`src/rtl/rbs_pkg.sv`:
```
`default_nettype none
// +------------------------------------------------------------------------+
// | Module  : rbs_pkg                                                      |
// | Purpose : Shared types and constants for the sequential ripple-borrow  |
// |           subtractor: FSM state encoding, default sizes and helpers    |
// |           for slice count and counter width.                           |
// | Ports   : none (package)                                               |
// | Revision: 1.0 - initial release                                        |
// +------------------------------------------------------------------------+
package rbs_pkg;

  typedef enum logic [1:0] {
    IDLE = 2'd0,
    BUSY = 2'd1,
    DONE = 2'd2
  } rbs_state_t;

  localparam int DEF_WIDTH = 32;
  localparam int DEF_SLICE = 4;

  // Number of SLICE-bit chunks making up one WIDTH-bit operand.
  function automatic int nslice(input int width, input int slice);
    return width / slice;
  endfunction

  // Slice counter width; never narrower than one bit.
  function automatic int cnt_width(input int n);
    return (n > 1) ? $clog2(n) : 1;
  endfunction

endpackage : rbs_pkg
`default_nettype wire

```
`src/rtl/rbs_slice.sv`:
```
`default_nettype none
// +------------------------------------------------------------------------+
// | Module  : rbs_slice                                                    |
// | Purpose : Combinational W-bit ripple-borrow subtractor built from      |
// |           full-subtractor cells: {bout, d} = a - b - bin.              |
// | Ports   : a, b   [W-1:0] operands (minuend, subtrahend)                |
// |           bin            borrow-in                                     |
// |           d      [W-1:0] difference                                    |
// |           bout           borrow-out                                    |
// | Revision: 1.0 - initial release                                        |
// +------------------------------------------------------------------------+
module rbs_slice #(
  parameter int W = 4
) (
  input  logic [W-1:0] a,
  input  logic [W-1:0] b,
  input  logic         bin,
  output logic [W-1:0] d,
  output logic         bout
);

  logic [W:0] chain;

  assign chain[0] = bin;

  for (genvar i = 0; i < W; i++) begin : g_cell
    // Full subtractor: borrow out when a < b + borrow_in at this bit.
    assign d[i]       = a[i] ^ b[i] ^ chain[i];
    assign chain[i+1] = (~a[i] & b[i]) | (~(a[i] ^ b[i]) & chain[i]);
  end

  assign bout = chain[W];

endmodule : rbs_slice
`default_nettype wire

```
`src/rtl/rbs_seq_32bit.sv`:
```
`default_nettype none
// +------------------------------------------------------------------------+
// | Module  : rbs_seq_32bit                                                |
// | Purpose : Multi-cycle ripple-borrow subtractor. Computes               |
// |           {b_out, diff} = A - B - b_in (unsigned), SLICE bits per      |
// |           clock, LSB slice first, with valid/ready on both sides.      |
// | Ports   : clk, rst (async, active-high)                                |
// |           in_valid / in_ready   operand handshake                      |
// |           A, B [WIDTH-1:0], b_in operands and borrow-in                |
// |           out_valid / out_ready result handshake                       |
// |           diff [WIDTH-1:0], b_out registered result and final borrow   |
// |           ovf  two's-complement overflow (only with RBS_SIGNED_OVF_EN) |
// | Options : RBS_SIGNED_OVF_EN adds the registered ovf output.            |
// | Revision: 1.0 - initial release                                        |
// +------------------------------------------------------------------------+
module rbs_seq_32bit
  import rbs_pkg::*;
#(
  parameter int WIDTH = DEF_WIDTH,
  parameter int SLICE = DEF_SLICE
) (
  input  logic             clk,
  input  logic             rst,
  input  logic             in_valid,
  output logic             in_ready,
  input  logic [WIDTH-1:0] A,
  input  logic [WIDTH-1:0] B,
  input  logic             b_in,
  output logic             out_valid,
  input  logic             out_ready,
  output logic [WIDTH-1:0] diff,
  output logic             b_out
`ifdef RBS_SIGNED_OVF_EN
  ,
  output logic             ovf
`endif
);

  localparam int NSLICE = nslice(WIDTH, SLICE);
  localparam int CNT_W  = cnt_width(NSLICE);
  localparam logic [CNT_W-1:0] LAST = CNT_W'(NSLICE - 1);

  rbs_state_t state, state_next;

  logic [CNT_W-1:0] cnt;
  logic [WIDTH-1:0] a_reg;
  logic [WIDTH-1:0] b_reg;
  logic             brw;

  logic [SLICE-1:0] a_slice;
  logic [SLICE-1:0] b_slice;
  logic [SLICE-1:0] d_slice;
  logic             brw_next;

  logic accept;
  logic last_slice;

  // ---------------------------------------------------------------------
  // FSM: state register
  // ---------------------------------------------------------------------
  always_ff @(posedge clk or posedge rst) begin
    if (rst) begin
      state <= IDLE;
    end else begin
      state <= state_next;
    end
  end

  // ---------------------------------------------------------------------
  // FSM: next state and handshake outputs
  // ---------------------------------------------------------------------
  always_comb begin
    state_next = state;
    in_ready   = 1'b0;
    out_valid  = 1'b0;
    case (state)
      IDLE: begin
        in_ready = 1'b1;
        if (in_valid) state_next = BUSY;
      end
      BUSY: begin
        if (cnt == LAST) state_next = DONE;
      end
      DONE: begin
        out_valid = 1'b1;
        // Back to IDLE only; a new operand is accepted one cycle later.
        if (out_ready) state_next = IDLE;
      end
      default: state_next = IDLE;
    endcase
  end

  assign accept     = (state == IDLE) && in_valid;
  assign last_slice = (cnt == LAST);

  // ---------------------------------------------------------------------
  // Select the current operand slice from the registered copies.
  // ---------------------------------------------------------------------
  always_comb begin
    a_slice = '0;
    b_slice = '0;
    for (int k = 0; k < NSLICE; k++) begin
      if (cnt == CNT_W'(k)) begin
        a_slice = a_reg[k*SLICE +: SLICE];
        b_slice = b_reg[k*SLICE +: SLICE];
      end
    end
  end

  rbs_slice #(
    .W (SLICE)
  ) u_slice (
    .a    (a_slice),
    .b    (b_slice),
    .bin  (brw),
    .d    (d_slice),
    .bout (brw_next)
  );

  // ---------------------------------------------------------------------
  // Datapath: operands, running borrow, slice counter and results.
  // ---------------------------------------------------------------------
  always_ff @(posedge clk or posedge rst) begin
    if (rst) begin
      cnt   <= '0;
      a_reg <= '0;
      b_reg <= '0;
      brw   <= 1'b0;
      diff  <= '0;
      b_out <= 1'b0;
    end else if (accept) begin
      a_reg <= A;
      b_reg <= B;
      brw   <= b_in;
      cnt   <= '0;
    end else if (state == BUSY) begin
      for (int k = 0; k < NSLICE; k++) begin
        if (cnt == CNT_W'(k)) diff[k*SLICE +: SLICE] <= d_slice;
      end
      brw <= brw_next;
      cnt <= cnt + CNT_W'(1);
      if (last_slice) b_out <= brw_next;
    end
  end

`ifdef RBS_SIGNED_OVF_EN
  // Signed overflow: operand signs differ and the result sign differs from
  // the minuend. The result MSB is the top bit of the final slice.
  always_ff @(posedge clk or posedge rst) begin
    if (rst) begin
      ovf <= 1'b0;
    end else if ((state == BUSY) && last_slice) begin
      ovf <= (a_reg[WIDTH-1] != b_reg[WIDTH-1]) &&
             (d_slice[SLICE-1] != a_reg[WIDTH-1]);
    end
  end
`endif

endmodule : rbs_seq_32bit
`default_nettype wire

```
`config.mk`:
```
export PLATFORM = sky130hd
export DESIGN_NAME = rbs_seq_32bit
export DESIGN_NICKNAME = d
export VERILOG_FILES = /design/src/rtl/rbs_pkg.sv /design/src/rtl/rbs_slice.sv /design/src/rtl/rbs_seq_32bit.sv
export SDC_FILE = /design/constraint.sdc
export NUM_CORES = 1
export LEC_CHECK = 0
export CAP_MARGIN = 25
export CELL_PAD_IN_SITES_DETAIL_PLACEMENT = 0
export CELL_PAD_IN_SITES_GLOBAL_PLACEMENT = 1
export CORE_MARGIN = 1.5
export CORE_UTILIZATION = 38
export DETAILED_ROUTE_END_ITERATION = 7
export PLACE_DENSITY = 0.89
export SLEW_MARGIN = 20
export SYNTH_ARGS = -nofsm -noshare
export SYNTH_HDL_FRONTEND = slang
export SYNTH_SLANG_ARGS = --single-unit
```
`constraint.sdc`:
```
create_clock -name clk -period 3.9 [get_ports clk]
set_clock_uncertainty 0.05 [all_clocks]
set_input_delay 0.78 -clock clk [delete_from_list [all_inputs] [get_ports clk]]
set_output_delay 0.78 -clock clk [all_outputs]
set_load 0.02 [all_outputs]
```
==> flow_summary.yaml <==
layout:
  area_growth_pct: 31.9
  fin_area_sq_mm: 0.00633
  nFillCells: 1139
  antennaDiodeCount: 0
  num-nets-final: 707
  drive_above_1_share: 0.0885
clock_tree:
  clk_latency_ns: 0.35
  cts_tree: "yes"
  clkTransAtPathRegs_ns: 0.07
  ctsHoldBuffers: 0
  cts_setup_buffers: 0
  clockBufferDepth: 2
  root_buffer: "clkbuf_16"
  cts.repair.resized: 0
  cts_buffers: 9
  cts_sinks: 103
  htree_levels: 3
routing:
  route.vias.total: 3962
  viasPerCell: 4.95
  wl_um: 11900
  wl_per_cell_um: 14.8
  drc: 0
  drt-initial-drc-count: 212
  first_pass_iters: 4
  antenna_left: 0
sta:
  period_share: 0.938
  worst_pin_slew_ns: 0.654
  setup-tns-final_ns: 0
  fmax_ghz: 0.273
  fin_hold_ws_ns: 0.431
  rsz0062_at_grt: "no"
  relSlewSlack: 0.564
  drv_slew: 0
  hold_viol_final: 0
  final.min_clock_period_ns: 3.66
  setup_viol: 0
floorplan:
  die_h_um: 115
  die-area_sq_mm: 0.0133
  start_util: 0.395
  core_sq_mm: 0.0122
  num_rows: 40
  io_pins: 104
  die_w_um: 115
setup_path:
  crit_required_ns: 4.12
  crit_path_max_fanout: 16
  max_stage_delay_ns: 0.52
  cp.arrival_ns: 3.88
  cp_num_buf_inv: 4
  cp_common_cell: "fa_1"
  startpoint_type: "flop"
  startpoint: "cnt[0]"
  r2r-start: "cnt[0]"
  cp-end-kind: "flop"
  path_class: "reg -> reg"
  crit_family: "adder cells"
  cp_cell_sequence: "inv_1 > ha_1 > buf_4 > a21oi_1 > o21ai_0 > a32oi_1 > a221o_1 > fa_1 > inv_1 > fa_1 > fa_1 > inv_1 > fa_1 > o21ai_1"
  critPathSlowestCell: "fa_1"
pwr:
  p_leak_uw: 0.00293
  swShare: 0.434
  peakVddDrop_v: 0.000717
  internal_power_uw: 3380
  p_per_area_mw_per_mm2: 941
  switching_power_uw: 2580
  power_frac_comb: 0.535
  p_clk_frac: 0.144
  p_seq_frac: 0.321
global_route:
  antenna_found_initial: 0
  grt_util_all_layers: 0.191
  grt_max_degree: 73
  grt_pass1_wl_um: 19500
  grt_pass1_vias: 3941
  grt_overflow: 0
yosys:
  ys_types: 37
  synthTopCellsByArea: "dfrtp_1 (54%), nand2_1 (17%), mux2_2 (4.0%)"
  async_flop_share: 1.00
  synth_seq_cells: 103
  synth.avg_cell_area_sq_um: 9.01
  synth_cells: 533
  yosysTopAreaCell: "dfrtp_1"
  yosysWarnings: 0
  yosys.area.top_type_share: 0.537
  synth_area_sq_mm: 0.00480
  synth-seq-area-share: 0.537
  synth_edf_count: 0
  synth_common_cells: "nand2_1 (214), dfrtp_1 (103), o21ai_0 (30), buf_2 (21), a21oi_1 (19)"
  synth_nets: 612
  synth_most_common_cell: "nand2_1"
  ys.flop_type: "dfrtp_1"
outcome:
  status: "completed"
placed_design:
  hpwlAfterDp_um: 8650
  gp_congestion: 0.863
  portBuffers: 103
  postPlaceCellArea_sq_mm: 0.00605
run:
  maxCapViolations: 0
min_path:
  hp-start: "b_reg[3]"
  hold_class: "reg -> reg"
-- cell type report --
cell class                 count  area, sq um  area share
sequential                   103         2580       0.407
tap                          168          210      0.0332
multi-input combinational    382         2010       0.318
timing repair buffer         118         1200       0.189
clock inverter                 7         57.6     0.00909
inverter                      14         55.1     0.00869
clock buffer                   9          225      0.0356
-- power groups by stage --
stage | combinational (uW) | sequential (uW) | clock [uW]
2_1_floorplan | 1860 | 2030 | 0
3_3_place_gp | 3050 | 1930 | 0
3_5_place_dp | 3170 | 1930 | 0
4_1_cts | 3220 | 1910 | 873
5_1_grt | 3530 | 1970 | 913
6_report | 3190 | 1910 | 861
-- worst register-to-register path, cell delays in order, from the launching register on --
cell,delay (ns)
dfrtp_1,0.43
inv_1,0.10
ha_1,0.33
buf_4,0.24
a21oi_1,0.12
o21ai_0,0.09
a32oi_1,0.22
a221o_1,0.20
fa_1,0.17
inv_1,0.05
fa_1,0.38
fa_1,0.38
inv_1,0.08
fa_1,0.52
o21ai_1,0.21
-- routing by layer --
layer | part of all wire | up-vias | GRT usage | routed length [um]
li1 | - | 1932 | - | -
met1 | 0.49 | 1906 | 0.273 | 5810
met2 | 0.45 | 114 | 0.297 | 5310
met3 | 0.050 | 10 | 0.0303 | 593
met4 | 0.014 | 0 | 0.0650 | 161
met5 | 0 | - | 0 | 0
-- worst paths after layout --
path                             end  slack [ns]  cells after the start
max                         diff[19]        0.24                     14
min                         b_reg[3]        0.43                      2
max reg2reg                 diff[19]        0.24                     14
min reg2reg                 b_reg[3]        0.43                      2
max in group asynchronous  b_reg[15]        2.26                      4
min in group asynchronous  a_reg[25]        0.76                      2
-- cell usage in the layout, fill, tap and decap left out, types with 2 or more instances in the layout --
master / instances
nand3b_1: 7
a31oi_1: 6
nor2b_1: 6
o2bb2ai_1: 2
o31ai_1: 5
nor3b_1: 6
buf_16: 2
a211o_1: 4
ha_1: 4
nand2_1: 213
mux2_2: 17
buf_4: 12
nand3_1: 12
clkinv_4: 2
nand2b_1: 3
fa_1: 4
clkdlybuf4s50_1: 103
o211ai_1: 4
inv_1: 12
o21ai_0: 29
a21oi_1: 19
nor2_1: 15
ha_2: 2
a21o_1: 2
clkbuf_16: 9
a22oi_1: 3
dfrtp_1: 103
a221o_1: 4
clkinvlp_4: 2
and3_1: 3
a22o_1: 2
-- cell families after synthesis --
group / share of synthesized area
simple gates: 0.233
buf+inv: 0.0461
flops: 0.537
mux: 0.0419
compound gates: 0.110
fa+ha+maj: 0.0323
-- through the flow --
stage | total power [uW] | setup slack (ns) | cells | utilization
2_1_floorplan | 3890 | 0.366 | 533 | -
3_3_place_gp | 4970 | 0.359 | 783 | 0.493
3_5_place_dp | 5100 | 0.194 | 785 | 0.497
4_1_cts | 6000 | 0.106 | 801 | 0.520
5_1_grt | 6410 | 0.0159 | 801 | 0.521
6_report | 5960 | 0.241 | 801 | 0.521
No activity file was read; power rests on OpenSTA's default activity.
